==> config.mk <==
export PLATFORM = sky130hd
export DESIGN_NAME = corr_accum_dump_flat
export DESIGN_NICKNAME = d
export VERILOG_FILES = /design/src/rtl/corr_accum_dump_if.sv /design/src/rtl/corr_accum_dump.sv /design/src/flat_wrapper.sv
export SDC_FILE = /design/constraint.sdc
export NUM_CORES = 1
export LEC_CHECK = 0
export ABC_AREA = 1
export CORE_ASPECT_RATIO = 1.5
export CORE_MARGIN = 2
export CORE_UTILIZATION = 30
export CTS_CLUSTER_SIZE = 10
export DETAILED_ROUTE_END_ITERATION = 10
export DONT_BUFFER_PORTS = 1
export PLACE_DENSITY_LB_ADDON = 0.2
export SETUP_SLACK_MARGIN = 0.05
export SYNTH_ARGS = -nofsm -noshare
export SYNTH_HDL_FRONTEND = slang
export SYNTH_SLANG_ARGS = --single-unit
export TNS_END_PERCENT = 20
==> constraint.sdc <==
create_clock -name pclk -period 2.6 [get_ports pclk]
set_input_delay 0.26 -clock pclk [delete_from_list [all_inputs] [get_ports pclk]]
set_output_delay 0.26 -clock pclk [all_outputs]
set_load 0.02 [all_outputs]
==> src/rtl/corr_accum_dump_if.sv <==
// Result channel of the correlator accumulator: dumped I/Q sums plus a
// valid/ready handshake towards the downstream consumer.
interface corr_accum_dump_if #(
   parameter int NUM_ACCUM = 4,
   parameter int ACC_W     = 16
);
   logic [NUM_ACCUM*ACC_W-1:0] acc_re_out;
   logic [NUM_ACCUM*ACC_W-1:0] acc_im_out;
   logic                       out_valid;
   logic                       out_ready;

   // Producer side (the accumulator)
   modport master (
      output acc_re_out,
      output acc_im_out,
      output out_valid,
      input  out_ready
   );

   // Consumer side
   modport slave (
      input  acc_re_out,
      input  acc_im_out,
      input  out_valid,
      output out_ready
   );
endinterface

==> src/rtl/corr_accum_dump.sv <==
// Multi-lane complex correlator accumulator with epoch dump.
// Each lane decodes 2-bit sign/magnitude I and Q samples, wipes them off
// with a +/-1 replica bit, and integrates into saturating accumulators.
// A dump strobe moves the epoch sums into a one-deep output register that
// is drained through a valid/ready handshake; overwriting an unaccepted
// result raises a sticky overrun flag.
module corr_accum_dump #(
   parameter int NUM_ACCUM = 4,
   parameter int ACC_W     = 16
) (
   input  logic                   pclk,
   input  logic                   reset_n,
   input  logic [2*NUM_ACCUM-1:0] signal_in_re,
   input  logic [2*NUM_ACCUM-1:0] signal_in_im,
   input  logic [NUM_ACCUM-1:0]   ref_in,
   input  logic                   acc_en,
   input  logic                   dump,
   input  logic                   ovr_clr,
   output logic                   overrun,
   corr_accum_dump_if.master      res
);

   localparam int SUM_W = ACC_W + 1;
   localparam logic signed [ACC_W-1:0] ACC_MAX = {1'b0, {(ACC_W-1){1'b1}}};
   localparam logic signed [ACC_W-1:0] ACC_MIN = {1'b1, {(ACC_W-1){1'b0}}};

   typedef enum logic {ST_EMPTY, ST_FULL} state_t;

   // bit1 = sign, bit0 = magnitude (1 -> 3, 0 -> 1); replica bit 1 negates
   function automatic logic signed [2:0] decode(input logic [1:0] s, input logic r);
      logic signed [2:0] mag;
      mag = s[0] ? 3'sd3 : 3'sd1;
      return (s[1] ^ r) ? -mag : mag;
   endfunction

   // One guard bit is enough for a +/-3 step; disagreeing top bits mean overflow
   function automatic logic signed [ACC_W-1:0] sat_add(input logic signed [ACC_W-1:0] a,
                                                       input logic signed [2:0]       p);
      logic [SUM_W-1:0] s;
      s = {a[ACC_W-1], a} + {{(SUM_W-3){p[2]}}, p};
      if (s[SUM_W-1] != s[SUM_W-2])
         return s[SUM_W-1] ? ACC_MIN : ACC_MAX;
      else
         return s[ACC_W-1:0];
   endfunction

   logic signed [ACC_W-1:0]    r_acc_re_p0 [NUM_ACCUM];
   logic signed [ACC_W-1:0]    r_acc_im_p0 [NUM_ACCUM];
   logic signed [ACC_W-1:0]    w_sum_re    [NUM_ACCUM];
   logic signed [ACC_W-1:0]    w_sum_im    [NUM_ACCUM];
   logic [NUM_ACCUM*ACC_W-1:0] w_dump_re;
   logic [NUM_ACCUM*ACC_W-1:0] w_dump_im;
   logic [NUM_ACCUM*ACC_W-1:0] r_out_re_p1;
   logic [NUM_ACCUM*ACC_W-1:0] r_out_im_p1;
   state_t                     r_state;
   state_t                     w_state_nxt;
   logic                       w_ovr_set;
   logic                       r_overrun;

   // Per-lane product and saturated next sum; dump value skips the add when disabled
   always_comb begin
      w_sum_re  = '{default: '0};
      w_sum_im  = '{default: '0};
      w_dump_re = '0;
      w_dump_im = '0;
      for (int i = 0; i < NUM_ACCUM; i++) begin
         w_sum_re[i] = sat_add(r_acc_re_p0[i], decode(signal_in_re[2*i +: 2], ref_in[i]));
         w_sum_im[i] = sat_add(r_acc_im_p0[i], decode(signal_in_im[2*i +: 2], ref_in[i]));
         w_dump_re[i*ACC_W +: ACC_W] = acc_en ? w_sum_re[i] : r_acc_re_p0[i];
         w_dump_im[i*ACC_W +: ACC_W] = acc_en ? w_sum_im[i] : r_acc_im_p0[i];
      end
   end

   // ---- stage p0: epoch accumulators, restart from zero on dump ----
   always_ff @(posedge pclk or negedge reset_n) begin
      if (!reset_n) begin
         for (int i = 0; i < NUM_ACCUM; i++) begin
            r_acc_re_p0[i] <= '0;
            r_acc_im_p0[i] <= '0;
         end
      end else if (dump) begin
         for (int i = 0; i < NUM_ACCUM; i++) begin
            r_acc_re_p0[i] <= '0;
            r_acc_im_p0[i] <= '0;
         end
      end else if (acc_en) begin
         for (int i = 0; i < NUM_ACCUM; i++) begin
            r_acc_re_p0[i] <= w_sum_re[i];
            r_acc_im_p0[i] <= w_sum_im[i];
         end
      end
   end

   // ---- stage p1: dumped result register, only loaded by a dump ----
   always_ff @(posedge pclk or negedge reset_n) begin
      if (!reset_n) begin
         r_out_re_p1 <= '0;
         r_out_im_p1 <= '0;
      end else if (dump) begin
         r_out_re_p1 <= w_dump_re;
         r_out_im_p1 <= w_dump_im;
      end
   end

   // Output-slot state register
   always_ff @(posedge pclk or negedge reset_n) begin
      if (!reset_n) r_state <= ST_EMPTY;
      else          r_state <= w_state_nxt;
   end

   // Slot next state; a dump onto an unaccepted result flags an overrun
   always_comb begin
      w_state_nxt = r_state;
      w_ovr_set   = 1'b0;
      case (r_state)
         ST_EMPTY: begin
            if (dump) w_state_nxt = ST_FULL;
         end
         ST_FULL: begin
            if (dump) begin
               w_state_nxt = ST_FULL;
               w_ovr_set   = !res.out_ready;
            end else if (res.out_ready) begin
               w_state_nxt = ST_EMPTY;
            end
         end
         default: w_state_nxt = ST_EMPTY;
      endcase
   end

   // Sticky overrun; a new overrun event takes priority over the clear
   always_ff @(posedge pclk or negedge reset_n) begin
      if (!reset_n)       r_overrun <= 1'b0;
      else if (w_ovr_set) r_overrun <= 1'b1;
      else if (ovr_clr)   r_overrun <= 1'b0;
   end

   assign res.acc_re_out = r_out_re_p1;
   assign res.acc_im_out = r_out_im_p1;
   assign res.out_valid  = (r_state == ST_FULL);
   assign overrun        = r_overrun;

endmodule

==> src/flat_wrapper.sv <==
// flat-port wrapper written by rule: the top's interface ports become plain ports
module corr_accum_dump_flat 
#(
   parameter int NUM_ACCUM = 4,
   parameter int ACC_W     = 16
)
  (pclk, reset_n, signal_in_re, signal_in_im, ref_in, acc_en, dump, ovr_clr, overrun, res_acc_re_out, res_acc_im_out, res_out_valid, res_out_ready);
  corr_accum_dump_if #(.NUM_ACCUM(NUM_ACCUM), .ACC_W(ACC_W)) res_i ();
  input  logic pclk;
  input  logic reset_n;
  input  logic [2*NUM_ACCUM-1:0] signal_in_re;
  input  logic [2*NUM_ACCUM-1:0] signal_in_im;
  input  logic [NUM_ACCUM-1:0] ref_in;
  input  logic acc_en;
  input  logic dump;
  input  logic ovr_clr;
  output logic overrun;
  output wire logic [$bits(res_i.acc_re_out)-1:0] res_acc_re_out;
  output wire logic [$bits(res_i.acc_im_out)-1:0] res_acc_im_out;
  output wire logic [$bits(res_i.out_valid)-1:0] res_out_valid;
  input wire logic [$bits(res_i.out_ready)-1:0] res_out_ready;
  assign res_acc_re_out = res_i.acc_re_out;
  assign res_acc_im_out = res_i.acc_im_out;
  assign res_out_valid = res_i.out_valid;
  assign res_i.out_ready = res_out_ready;
  corr_accum_dump #(.NUM_ACCUM(NUM_ACCUM), .ACC_W(ACC_W)) u_core (.pclk(pclk), .reset_n(reset_n), .signal_in_re(signal_in_re), .signal_in_im(signal_in_im), .ref_in(ref_in), .acc_en(acc_en), .dump(dump), .ovr_clr(ovr_clr), .overrun(overrun), .res(res_i));
endmodule
Word level (Yosys, flattened, before mapping)
Index checks and enable logic that the tools add are counted.
{"block": "totals", "out_inout_bits": 130, "regBits": 258, "word_cells": 100, "inputBits": 26}
{"block": "op_classes", "n_addsub": 16, "muxes": 52, "n_eq_ne": 8, "bitwise": 9, "n_reduce_logical": 3}
{"operator": "2-to-1 mux 16 bit", "count": 24}
{"operator": "2-to-1 mux 64 bit", "count": 4}
{"operator": "adder 16 x 3 -> 17 bit", "count": 8}
{"operator": "2-to-1 mux 3 bit", "count": 8}
{"operator": "negator 3 bit", "count": 8}
{"operator": "2-to-1 mux 2 bit", "count": 8}
{"operator": "inequality test 1 bit", "count": 8}
{"operator": "bitwise XOR 1 bit", "count": 8}
{"operator": "2-to-1 mux 1 bit", "count": 7}
{"operator": "nonzero test 2 bit", "count": 2}
{"operator": "case mux 1 bit (2 select lines)", "count": 1}
{"operator": "zero test 1 bit", "count": 1}
{"operator": "NOT 1 bit", "count": 1}

Logic depth before layout (Yosys ltp)
{"block": "logic_depth", "depth_word": 8, "ltp_mapped": 19, "ltp_nobuf": 18}

Worst setup path before layout
No wires, ideal clock.
{"block": "synth_path", "kind": "input-to-reg", "from": "in ref_in[3]", "to": "reg u_core.r_out_im_p1[48] (netlist: u_core.res.acc_im_out[48])", "path_slack_ps": -259, "t_arrival_ps": 2742, "stages": 18, "setup_ps": 117, "cell_sequence": "xor2_1 -> xor2_1 -> fa_1 -> inv_1 -> nand2_1 -> nand2_1 -> nand3_1 -> nand2_1 -> nand2_1 -> nand2_1 -> nand2_1 -> nand2_1 -> nand2_2 -> buf_6 -> nand3_1 -> nand2_1 -> nand2_1 -> nand2_1"}
{"block": "synth_via", "elab_chain_len": 6, "word_cells_on_any_way": 7}
{"item": "from (decl)", "line_no": "flat_wrapper.sv:13", "text": "input logic [NUM_ACCUM-1:0] ref_in;"}
{"item": "bitwise XOR 1 bit (*)", "line_no": "corr_accum_dump.sv:33", "text": "return (s[1] ^ r) ? -mag : mag;"}
{"item": "2-to-1 mux 3 bit (*)", "line_no": "corr_accum_dump.sv:33"}
{"item": "adder 16 x 3 -> 17 bit (*)", "line_no": "corr_accum_dump.sv:40", "text": "s = {a[ACC_W-1], a} + {{(SUM_W-3){p[2]}}, p};"}
{"item": "2-to-1 mux 16 bit / inequality test 1 bit (equally long branches)", "line_no": "corr_accum_dump.sv:42, corr_accum_dump.sv:41"}
{"item": "2-to-1 mux 16 bit (*)", "line_no": "corr_accum_dump.sv:41", "text": "if (s[SUM_W-1] != s[SUM_W-2])"}
{"item": "2-to-1 mux 16 bit (*)", "line_no": "corr_accum_dump.sv:70", "text": "w_dump_im[i*ACC_W +: ACC_W] = acc_en ? w_sum_im[i] : r_acc_im_p0[i];"}
{"item": "to (signal assigned)", "line_no": "corr_accum_dump.sv:101", "text": "r_out_im_p1 <= w_dump_im;"}
{"item": "to (decl)", "line_no": "corr_accum_dump.sv:54", "text": "logic [NUM_ACCUM*ACC_W-1:0] r_out_im_p1;"}
Mark *: on every way between the ends. The rest lies on a longest branch, timed or not.
A chain may end at the register's enable or synchronous reset.

Worst setup path after layout
{"block": "layout_path", "from": "reg u_core.r_acc_im_p0[49] (netlist name)", "to": "reg u_core.r_acc_im_p0[63] (netlist name)"}
{"block": "layout_via", "elab_chain_len": 5, "word_cells_on_any_way": 6}
{"item": "from (decl)", "line_no": "corr_accum_dump.sv:48", "text": "logic signed [ACC_W-1:0] r_acc_im_p0 [NUM_ACCUM];"}
{"item": "from (signal, indexed assignment)", "line_no": "corr_accum_dump.sv:89", "text": "r_acc_im_p0[i] <= w_sum_im[i];"}
{"item": "adder 16 x 3 -> 17 bit (*)", "line_no": "corr_accum_dump.sv:40"}
{"item": "2-to-1 mux 16 bit / inequality test 1 bit (equally long branches)", "line_no": "corr_accum_dump.sv:42, corr_accum_dump.sv:41"}
{"item": "2-to-1 mux 16 bit (*)", "line_no": "corr_accum_dump.sv:41"}
{"item": "2-to-1 mux 64 bit (*)", "line_no": "corr_accum_dump.sv:86", "text": "end else if (acc_en) begin"}
{"item": "2-to-1 mux 64 bit (*)", "line_no": "corr_accum_dump.sv:81", "text": "end else if (dump) begin"}
Mark *: on every way between the ends. The rest lies on a longest branch, timed or not. The select of a mux whose other input is x is not followed.

==> results.md <==
* Status: finished with violations
* Failing checks: hold timing
* Reg clk slew, reported paths at 60 ps
* Crit-path max cell delay at 580 ps
* Commonest non-fill, non-tap cell in the layout: nand2_1
* Critical Path Start Type: flip-flop
* Sink Count at 258
* Reg2Reg Depth at 13
* TritonCTS clock tree: built
* Drt total wl at 53400 um
* Number of synthesis warnings at 0
* Critical path class: reg -> reg
* Max-slew violation count at 0
* Drt wl/cell at 14.9 um
* VDD IR max at 0.000493 V
* GPL Wtd Cong at 0.882
* PwrDens at 982 nW/um^2
* Fraction of registers with async set/reset at 100%
* Slowest-stage cell, CP: dlygate4sd3_1
* Num ports at 156
* Vias in the first global route at 16900
* Slew headroom at 39.1%
* Crit path required time at 3030 ps
* Crit end category: flip-flop
* Fmax at 412 MHz
* Seq/Total Area, Yosys at 33.8%
* Die area at 65800 um^2
* Hpwl dp at 36500 um
* Port bufs at 0
* CTS Buf Count at 34
* CTS Buffer Depth at 3
* Non-filler cells, final at 3592
* Period utilization at 93.3%
* Area Growth Syn to Fin at 14.9%
* Vias per cell at 4.60
* Filler cells at 6717
* Total GRT Usage at 16.5%
* Critical path depth at 13
* Buf/Inv on CP at 2
* Clock skew at 13.1 ps
* Placed cells at 3530
* FF+latch count, synth at 258
* Maxcap violations at 0
* Core box area at 63200 um^2
* Post-synth EDFFs at 0
* Worst Path Arrival at 2860 ps
* Leakage at 12.1 nW
* Starting Density at 30.3%
* H-tree Lvls at 2
* Initial antenna violation count at 0
* Dominant synthesized flop cell: dfrtp_1
* First-pass GRT wire length at 87100 um
* Final Hold Viols at 339
* GRT overflow at 0
* Die width at 210 um
* Vias at 16500
* Cell count after synthesis at 2702
* Clock root cell: clkbuf_16
* Period minus WS final at 2430 ps
* Hold buffer count at cts at 11
* DRT Pass-1 Iters at 5
* Rows at 113
* Util after Layout at 34.8%
* Syn_nets at 2856
* DRT antenna net count at 0
* Largest net degree at the start of global routing at 259
* Final WS setup at 175 ps
* Layout cell share with drive strength beyond 1 at 18.0%
* Pre-CTS WS at -368 ps
* Drt drc at 0
* CP max FO at 3
* Die Span Y at 313 um
* Drt initial violations at 561
* Worst slew pin tran at 911 ps
* Net count, final at 2928
* Commonest cells after routing, fill and taps aside: nand2_1 (1004), dfrtp_1 (258), inv_1 (216)
* Setup Viol. Count Final at 0
* Hold Slack at -586 ps
* Critical path, cell by cell: inv_1, fa_2, o21ai_2, nand3_1, nand2_2, nand2_2, nand2_2, nand2_1, nand2_2, nand2_1, o21ai_0, nor2_1, dlygate4sd3_1
* Critical path's top delay family: buffers and inverters
* Worst skew pair latency at 560 ps
* Post-synthesis cell area at 19100 um^2
* RSZ-0062 raised after global routing: yes
* Synth unique cells at 40
* Synth Area per Inst at 7.08 um^2
* Most numerous cell on the critical path: nand2_2
* ANT cells at 0
* Hold crit path type: in -> async
* Final setup TNS at 0 ps
[report_power, final]
part | switching (W) | internal, W
registers | 0.00172 | 0.00509
logic | 0.00607 | 0.00407
clock network | 0.00191 | 0.00272
total | 0.00969 | 0.0119
[cell families (layout without fill, tap and decap cells)]
| family | count (synthesis) | after routing | share of synthesized area, % |
|---|---|---|---|
| AO/OA/AOI/OAI | 172 | 172 | 4.93 |
| AND/OR/NAND/NOR | 1738 | 1738 | 41.1 |
| flip-flops | 258 | 258 | 33.8 |
| adder cells (fa/ha/maj) | 128 | 128 | 8.69 |
| XOR/XNOR | 97 | 97 | 4.44 |
| buffers and inverters | 309 | 394 | 7.13 |
[cell usage after synthesis, types with 16 or more instances]
| cell type | n | area (um^2) |
|---|---|---|
| nand3_2 | 22 | 220 |
| o21bai_1 | 17 | 128 |
| xnor2_1 | 23 | 201 |
| a21oi_1 | 111 | 556 |
| nor2_1 | 200 | 751 |
| nand2_1 | 1012 | 3800 |
| clkbuf_1 | 45 | 169 |
| or2_2 | 106 | 663 |
| inv_1 | 216 | 811 |
| nor3_1 | 16 | 80.1 |
| nand3_1 | 192 | 961 |
| dfrtp_1 | 258 | 6460 |
| nand2_2 | 100 | 626 |
| nand2_4 | 29 | 327 |
| xor2_1 | 74 | 648 |
| ha_1 | 120 | 1500 |
| inv_2 | 18 | 67.6 |
| o21ai_0 | 25 | 125 |
[through the flow]
step                power, W  cell area [um^2]
detailed placement    0.0168             20600
CTS                   0.0218             21700
global route          0.0236             22000
global placement      0.0168             20600
finish                0.0216             22000
floorplan             0.0144             19200
[timing repair]
| action | in CTS | in global routing |
|---|---|---|
| setup endpoints to repair | 0 | 64 |
| setup buffers | 0 | 3 |
| gates resized for setup | 0 | 49 |
| hold endpoints to repair | 511 | 478 |
[per-layer routing]
layer | routed length, um | GRT usage [%]
met2 | 27800 | 31.1
met4 | 1510 | 5.19
met3 | 1940 | 2.95
met5 | 0 | 0
met1 | 22200 | 18.5
[worst reg2reg max path, delay by kind of cell (launching register included)]
kind,cells,cell delay (ps)
buffers and inverters,2,660
AND/OR/NAND/NOR,8,590
adder cells (fa/ha/maj),1,410
flip-flops,1,370
AO/OA/AOI/OAI,2,290
[worst paths after layout]
kind                                              from                   endpoint  slack (ps)
worst min-delay path                           reset_n  u_core.res.acc_im_out[43]        -590
worst max register to register  u_core.r_acc_im_p0[49]     u_core.r_acc_im_p0[63]         170
max in group asynchronous                      reset_n     u_core.r_acc_re_p0[24]        2850
min in group pclk                                 dump      u_core.r_acc_re_p0[6]        -210
worst min register to register   u_core.r_acc_im_p0[2]  u_core.res.acc_im_out[50]         590
worst max-delay path            u_core.r_acc_im_p0[49]     u_core.r_acc_im_p0[63]         170
[flip-flops by register name, indices dropped and copies added (netlist names)]
signal,cells
u_core.overrun,1
u_core.r_acc_im_p0,64
u_core.r_acc_re_p0,64
u_core.res.acc_im_out,64
u_core.res.acc_re_out,64
u_core.res.out_valid,1
[area by class of cell]
type / instances / area (um^2) / share of cell area, %
inverter: 235 / 887 / 4.04
timing repair buffer: 110 / 993 / 4.52
tap: 805 / 1010 / 4.58
sequential: 258 / 6460 / 29.4
clock inverter: 6 / 60.1 / 0.273
clock buffer: 43 / 978 / 4.45
multi-input combinational: 2135 / 11600 / 52.8
(Power assumes the default switching activity.)
